--- config.mk ---
export PLATFORM = sky130hd
export DESIGN_NAME = serial_tx_shifter
export DESIGN_NICKNAME = d
export VERILOG_FILES = /design/src/rtl/serial_pkg.sv /design/src/rtl/sclk_divider.sv /design/src/rtl/serial_tx_shifter.sv
export SDC_FILE = /design/constraint.sdc
export NUM_CORES = 1
export LEC_CHECK = 0
export CAP_MARGIN = 20
export CORE_UTILIZATION = 52
export CTS_CLUSTER_SIZE = 28
export DETAILED_ROUTE_END_ITERATION = 8
export GPL_TIMING_DRIVEN = 0
export PLACE_DENSITY = 0.78
export SLEW_MARGIN = 20
export SYNTH_ARGS = -nofsm -noshare
export SYNTH_HDL_FRONTEND = slang
export SYNTH_SLANG_ARGS = --single-unit
--- constraint.sdc ---
create_clock -name clock -period 2.25 [get_ports clock]
set_clock_uncertainty 0.2 [all_clocks]
set_input_delay 0.675 -clock clock [delete_from_list [all_inputs] [get_ports clock]]
set_output_delay 0.675 -clock clock [all_outputs]
set_load 0.05 [all_outputs]
--- src/rtl/serial_pkg.sv ---
// Shared state encoding, default bit-rate constants and counter sizing helper for the serial transmitter.
package serial_pkg;

  typedef enum logic [1:0] {
    IDLE  = 2'd0,
    SHIFT = 2'd1,
    LATCH = 2'd2
  } state_t;

  localparam int DEF_WIDTH    = 16;
  localparam int DEF_HALF_DIV = 25;  // 25 MHz clock / 50 = 500 kHz bit rate

  // Counter width for a counter that wraps after reaching terminal-1; never below one bit.
  function automatic int cnt_width(input int terminal);
    return (terminal > 1) ? $clog2(terminal) : 1;
  endfunction

endpackage

--- src/rtl/sclk_divider.sv ---
// Half-period tick generator: tick pulses every HALF_DIV cycles while run=1, counter parked at 0 otherwise.
// Latency: first tick HALF_DIV cycles after run rises; no backpressure.
import serial_pkg::*;

module sclk_divider #(
  parameter int HALF_DIV = DEF_HALF_DIV
) (
  input  logic clock,
  input  logic reset,
  input  logic run,
  output logic tick
);

  localparam int            CW   = cnt_width(HALF_DIV);
  localparam logic [CW-1:0] TERM = CW'(HALF_DIV - 1);

  logic [CW-1:0] cnt;

  assign tick = run && (cnt == TERM);

  always_ff @(posedge clock) begin
    if (!reset) begin
      cnt <= '0;
    end else if (!run || tick) begin
      cnt <= '0;
    end else begin
      cnt <= cnt + CW'(1);
    end
  end

endmodule

--- src/rtl/serial_tx_shifter.sv ---
// MSB-first serial transmitter with sclk/latch strobe; frame = bits*2*HALF_DIV + 2*HALF_DIV cycles, accepts only in IDLE.
// Optional even-parity bit after the LSB when SERIAL_PARITY_EN is defined; in_valid outside IDLE is dropped, not queued.
import serial_pkg::*;

module serial_tx_shifter #(
  parameter int WIDTH    = DEF_WIDTH,
  parameter int HALF_DIV = DEF_HALF_DIV
) (
  input  logic             clock,
  input  logic             reset,
  input  logic [WIDTH-1:0] in_data,
  input  logic             in_valid,
  output logic             in_ready,
  output logic             sdata,
  output logic             sclk,
  output logic             latch,
  output logic             busy,
  output logic             done
);

`ifdef SERIAL_PARITY_EN
  localparam int NBITS = WIDTH + 1;
`else
  localparam int NBITS = WIDTH;
`endif
  localparam int            BW       = cnt_width(NBITS);
  localparam logic [BW-1:0] LAST_BIT = BW'(NBITS - 1);

  state_t           state, state_nxt;
  logic [NBITS-1:0] shreg;
  logic [BW-1:0]    bit_cnt;
  logic             phase;
  logic             tick;
  logic             period_end;
  logic             done_q;

  sclk_divider #(.HALF_DIV(HALF_DIV)) u_div (
    .clock (clock),
    .reset (reset),
    .run   (state != IDLE),
    .tick  (tick)
  );

  // phase=1 marks the sclk-high half, so a tick there closes the whole bit period
  assign period_end = tick && phase;

  always_ff @(posedge clock) begin
    if (!reset) state <= IDLE;
    else        state <= state_nxt;
  end

  always_comb begin
    state_nxt = state;
    case (state)
      IDLE:    if (in_valid)                             state_nxt = SHIFT;
      SHIFT:   if (period_end && (bit_cnt == LAST_BIT))  state_nxt = LATCH;
      LATCH:   if (period_end)                           state_nxt = IDLE;
      default:                                           state_nxt = IDLE;
    endcase
  end

  always_ff @(posedge clock) begin
    if (!reset) begin
      shreg   <= '0;
      bit_cnt <= '0;
      phase   <= 1'b0;
      done_q  <= 1'b0;
    end else begin
      done_q <= (state == LATCH) && period_end;
      case (state)
        IDLE: begin
          phase <= 1'b0;
          if (in_valid) begin
`ifdef SERIAL_PARITY_EN
            shreg <= {in_data, ^in_data};
`else
            shreg <= in_data;
`endif
            bit_cnt <= '0;
          end
        end
        SHIFT: begin
          if (tick) phase <= ~phase;
          if (period_end) begin
            shreg   <= {shreg[NBITS-2:0], 1'b0};
            bit_cnt <= (bit_cnt == LAST_BIT) ? '0 : bit_cnt + BW'(1);
          end
        end
        LATCH: begin
          if (tick) phase <= ~phase;
        end
        default: phase <= 1'b0;
      endcase
    end
  end

  always_comb begin
    in_ready = 1'b0;
    busy     = 1'b0;
    sclk     = 1'b0;
    sdata    = 1'b0;
    latch    = 1'b0;
    case (state)
      IDLE:  in_ready = 1'b1;
      SHIFT: begin
        busy  = 1'b1;
        sclk  = phase;
        sdata = shreg[NBITS-1];
      end
      LATCH: begin
        busy  = 1'b1;
        latch = 1'b1;
      end
      default: in_ready = 1'b0;
    endcase
  end

  assign done = done_q;

endmodule

After elaboration in Yosys (flattened, before gate mapping):

Index checks and enable logic that the tools add are counted.

* $add $sub $neg: 2
* eq/ne operators: 8
* multiplexer cells: 16
* bitwise operators: 2
* reductions and logical operators: 14

Operators with widths (count)
* 2-to-1 mux 16 bit: 2
* case mux 16 bit (2 select lines): 1
* 2-to-1 mux 4 bit: 3
* inequality test 2 bit, second input constant: 4
* case mux 4 bit (2 select lines): 1
* 2-to-1 mux 2 bit: 3
* case mux 2 bit (3 select lines): 1
* AND reduction 3 bit: 2
* adder 5 x 1 -> 5 bit, second input constant: 1
* equality test 5 bit, second input constant: 1
* 2-to-1 mux 1 bit: 5
* adder 4 x 1 -> 4 bit, second input constant: 1
* equality test 4 bit, second input constant: 1
* logical AND 1 bit: 4
* nonzero test 2 bit: 2
* OR reduction 2 bit: 2
* equality test 2 x 1 -> 1 bit, second input constant: 1
* equality test 2 bit, second input constant: 1
* logical NOT 2 bit: 1
* inverter 1 bit: 2
* AND reduction 2 bit: 1
* logical NOT 1 bit: 1
* logical OR 1 bit: 1

* register bits after elaboration: 29
* bits of input ports: 19
* output and inout bits: 6
* logic and storage cells: 48

Logic depth before layout (Yosys ltp):

Gate-level depths: netlist of run 1.

* depth in word-level cells: 6
* depth in mapped cells: 8
* depth with buffers taken out: 6

By module:

A second synthesis of run 1 with hierarchy kept.

* cells, all modules: 155
* area, all modules: 1531.5 um^2

Modules (own cells, without submodules)
* serial_tx_shifter: times used 1, cells an instance 131, area an instance 1313.8 um^2, seq. area each 480.5 um^2
* sclk_divider: times used 1, cells an instance 24, area an instance 217.7 um^2, seq. area each 100.1 um^2

Least setup slack after synthesis of run 1:

No wires, ideal clock.

* path kind: reg-to-output
* from: register state[1]
* to: output sdata
* data arrival time: 1.374 ns
* data required time: 1.375 ns
* path slack: 0.001 ns
* cell stages (with the launch flop): 6
* path buffers: 2
* cell sequence: dfxtp_1 > inv_1 > ha_1 > clkbuf_8 > buf_2 > and2_1

* longest elaborated chain between the ends: 2

Ends and longest elaborated chain
* start: declaration: RTL line serial_tx_shifter.sv:29 `state_t state, state_nxt;`
* start signal: assignment: RTL line serial_tx_shifter.sv:49 `else state <= state_nxt;`
* equality test 2 x 1 -> 1 bit: RTL line serial_tx_shifter.sv:103 `case (state)`
* 2-to-1 mux 1 bit: RTL line serial_tx_shifter.sv:103
* end: declaration: RTL line serial_tx_shifter.sv:14 `output logic sdata,`

No other way between the ends.

Worst setup path after layout of run 1:

Same ends and word-level chain as after synthesis.

==> summary.txt, run 1 <==
Power
  • Leakage power total: 0.925 nW
  • Worst supply voltage drop on vdd: 0.897 mV
  • Power per unit of standard cell area: 1060 nW/um^2

Timing
  • Final hold viol count: 0
  • Unrepaired setup endpoints after global routing: yes
  • Final worst hold slack: 276 ps
  • Setup violations, final: 0
  • Pins over their slew limit: 0
  • Post-route clock period utilization: 0.987
  • Pin slew with the least headroom to its limit: 510 ps
  • Crit path time final: 2220 ps
  • Fmax: 450 MHz
  • Slew Limit Headroom: 0.660

Yosys
  • Most common cell in the synthesized netlist: sky130_fd_sc_hd__dfxtp_1
  • Top cells by instance count after synthesis: sky130_fd_sc_hd__dfxtp_1, sky130_fd_sc_hd__nand2_1, sky130_fd_sc_hd__mux2i_1
  • Predominant post-synthesis flop cell: sky130_fd_sc_hd__dfxtp_1
  • Synth area leaders: sky130_fd_sc_hd__dfxtp_1, sky130_fd_sc_hd__mux2i_1, sky130_fd_sc_hd__o211a_1
  • Yosys top cell by area: sky130_fd_sc_hd__dfxtp_1
  • Yosys synthesis warning count: 0
  • Post-Synthesis Cell Area: 1520 sq um
  • Number of synthesized flops with an enable pin: 0
  • Post-synth cell types: 30
  • Proportion of synthesized chip area in sequential cells: 0.382
  • Synthesized instance count: 149
  • Async S/R FF share, synth: 0
  • Number of flip-flops and latches in the synthesized netlist: 29
  • Synthesized area per cell: 10.2 sq um
  • Syn_nets: 175
  • Share of the synthesized area in the top cell type: 0.382

Drt
  • Count of vias placed by the detailed router: 1,178
  • Remaining antenna violation count after routing: 0
  • Iteration-0 DRC Markers: 33
  • DR pass1 iterations: 5
  • Post-detailed-routing wire length: 2870 um
  • Via-per-instance ratio: 5.53
  • Post-detailed-route DRC marker count: 0
  • Average wire per cell in the routed design: 13.5 um

Floorplanning
  • Count of pins on the block boundary: 25
  • Total die area: 3140 sq um
  • Starting density of the core: 0.551
  • Die H: 56.1 um
  • Chip width: 56.1 um
  • Number of placement rows: 19
  • Core area: 2760 sq um

GRT
  • Pin count of the biggest net entering global routing: 11
  • Initial antenna violation count: 0
  • Total global routing track utilization: 0.196
  • First-pass GRT wire length: 4730 um
  • Number of global-route vias before repair: 1,139
  • Remaining Overflow, GRT: 0

Worst setup path
  • RR Endpoint: shreg[7]$_SDFFE_PN0P_
  • Setup slack of the worst register-to-register path: 300 ps
  • Cell count of the worst reg-to-reg path: 7
  • CP required: 1370 ps
  • Worst setup EP type: output port
  • Critical Path Fanout Max: 3
  • Sort of element at the start of the critical path: flop
  • Critical path start-end classification: flop to output port
  • Launch instance of the worst register-to-register path: u_div.cnt[0]$_SDFF_PP0_
  • Worst endpoint data arrival time: 1340 ps

Clocking
  • Clock insertion delay at the later pin of the skew report: 330 ps
  • Cell chosen for the clock root: sky130_fd_sc_hd__clkbuf_4
  • Max H-tree Level: 2
  • Clock slew seen by the registers of the worst setup and hold paths: 90 ps
  • CTS sink cnt: 29
  • CTS buffer count: 5
  • Number of buffers added to fix hold violations after cts: 0
  • Clock tree from TritonCTS: done
  • Buffer levels on the longest clock path: 2

Layout
  • Finished Cell Area: 1880 sq um
  • Post-layout nets: 208
  • Growth of design area from synthesis to finish: 23.5%
  • Total of fill cells in the finished design: 244
  • Fraction of final layout cells with drive strength greater than 1: 0.181
  • Inserted Diodes: 0

Run
  • Max-Cap Viols: 0

Placed design
  • Placement-stage cell area: 1800 sq um
  • Final HPWL from detailed placement: 2090 um
  • Buffers on Ports: 24
  • Final RePlAce weighted congestion: 0.847

Hold path
  • Path type of the worst min-delay path: flop to flop
  • End point of the worst hold path: u_div.cnt[0]$_SDFF_PP0_
  • Launch instance of the worst min-delay path: u_div.cnt[0]$_SDFF_PP0_
  • Hold Crit Depth: 1

Status
  • Result of the run: finished clean
-- routing by layer --
metal | up-vias | part of all wire | track usage
li1 | 581 | - | -
met1 | 555 | 0.45 | 0.223
met2 | 34 | 0.47 | 0.328
met3 | 8 | 0.060 | 0.0744
met4 | 0 | 0.021 | 0.0836
met5 | - | 0 | 0
-- final cells by class --
type | count | area (sq um) | area share
plain buffers | 8 | 86.3 | 0.0460
clock buffers | 6 | 51.3 | 0.0273
clock inverters | 1 | 7.51 | 0.00400
inverters | 10 | 37.5 | 0.0200
multi-input cells | 101 | 820 | 0.437
flip-flops and latches | 29 | 582 | 0.310
well taps | 31 | 38.8 | 0.0207
repair buffers | 27 | 254 | 0.135
-- worst max-delay path by stage --
stage	startpoint	to	cells past startpoint
after global placement	state[1]$_SDFFE_PN0P_	sdata	6
after floorplan	state[1]$_SDFFE_PN0P_	sdata	5
after global routing	state[1]$_SDFFE_PN0P_	sdata	5
final	state[1]$_SDFFE_PN0P_	sdata	5
after CTS	state[1]$_SDFFE_PN0P_	sdata	6
after detailed placement	state[1]$_SDFFE_PN0P_	sdata	6
-- through the flow --
stage,instances,TNS [ps],power (mW),setup slack (ps),util
3_3_place_gp,204,-2290,1.62,-590,0.652
6_report,213,0,2.00,30.1,0.681
2_1_floorplan,149,0,1.44,1.50,-
5_1_grt,213,-17.5,2.12,-17.5,0.681
3_5_place_dp,204,-2370,1.65,-599,0.652
4_1_cts,214,-37.5,2.01,-28.4,0.682
-- logic make-up (layout without fill, tap and decap cells) --
kind of cell | Yosys count | after routing | share of synthesized area
adder cells (fa/ha/maj) | 7 | 7 | 0.0576
buffers and inverters | 19 | 52 | 0.0839
flip-flops | 29 | 29 | 0.382
AO/OA/AOI/OAI | 23 | 23 | 0.159
AND/OR/NAND/NOR | 49 | 49 | 0.176
XOR/XNOR | 4 | 4 | 0.0230
multiplexers | 18 | 18 | 0.119
-- worst max-delay path, stage by stage (launching register included) --
cell and delay (ps):
sky130_fd_sc_hd__dfxtp_2 330, sky130_fd_sc_hd__inv_2 70, sky130_fd_sc_hd__ha_2 250, sky130_fd_sc_hd__buf_8 110
sky130_fd_sc_hd__and2_4 130, sky130_fd_sc_hd__buf_8 130
-- power breakdown --
group	internal, mW	leakage [nW]	switching [mW]
Combinational	0.437	0.657	0.526
Clock	0.146	0.0303	0.181
Sequential	0.637	0.238	0.0698
-- cell usage in the layout, fill, tap and decap left out, types with 3 or more instances in the layout --
master and instances:
sky130_fd_sc_hd__o211a_1 16, sky130_fd_sc_hd__xor2_1 3, sky130_fd_sc_hd__clkbuf_4 6, sky130_fd_sc_hd__buf_6 4
sky130_fd_sc_hd__ha_1 5, sky130_fd_sc_hd__nand3_1 6, sky130_fd_sc_hd__nor2b_1 3, sky130_fd_sc_hd__dfxtp_1 28
sky130_fd_sc_hd__inv_1 9, sky130_fd_sc_hd__nand2_1 19, sky130_fd_sc_hd__buf_4 5, sky130_fd_sc_hd__clkdlybuf4s50_1 18
sky130_fd_sc_hd__and3_1 3, sky130_fd_sc_hd__mux2i_1 18, sky130_fd_sc_hd__nor2_1 9
-- what timing repair did --
item                       4_1_cts  5_1_grt
resized for setup               37        3
setup endpoints to repair        6        3
setup buffers                    3        0
gates cloned                     0        0
-- registers in the layout, summed over array words and instances (netlist names) --
register / count
u_div.cnt: 5
done: 1
phase: 1
bit_cnt: 4
shreg: 16
state: 2
Note: power is estimated with default switching activity, not from simulation.
==> run 2: changes to the inputs <==
CAP_MARGIN = default   (was 20)
==> results of run 2 <==
Final layout, timing and power as in run 1 (identical DEF).
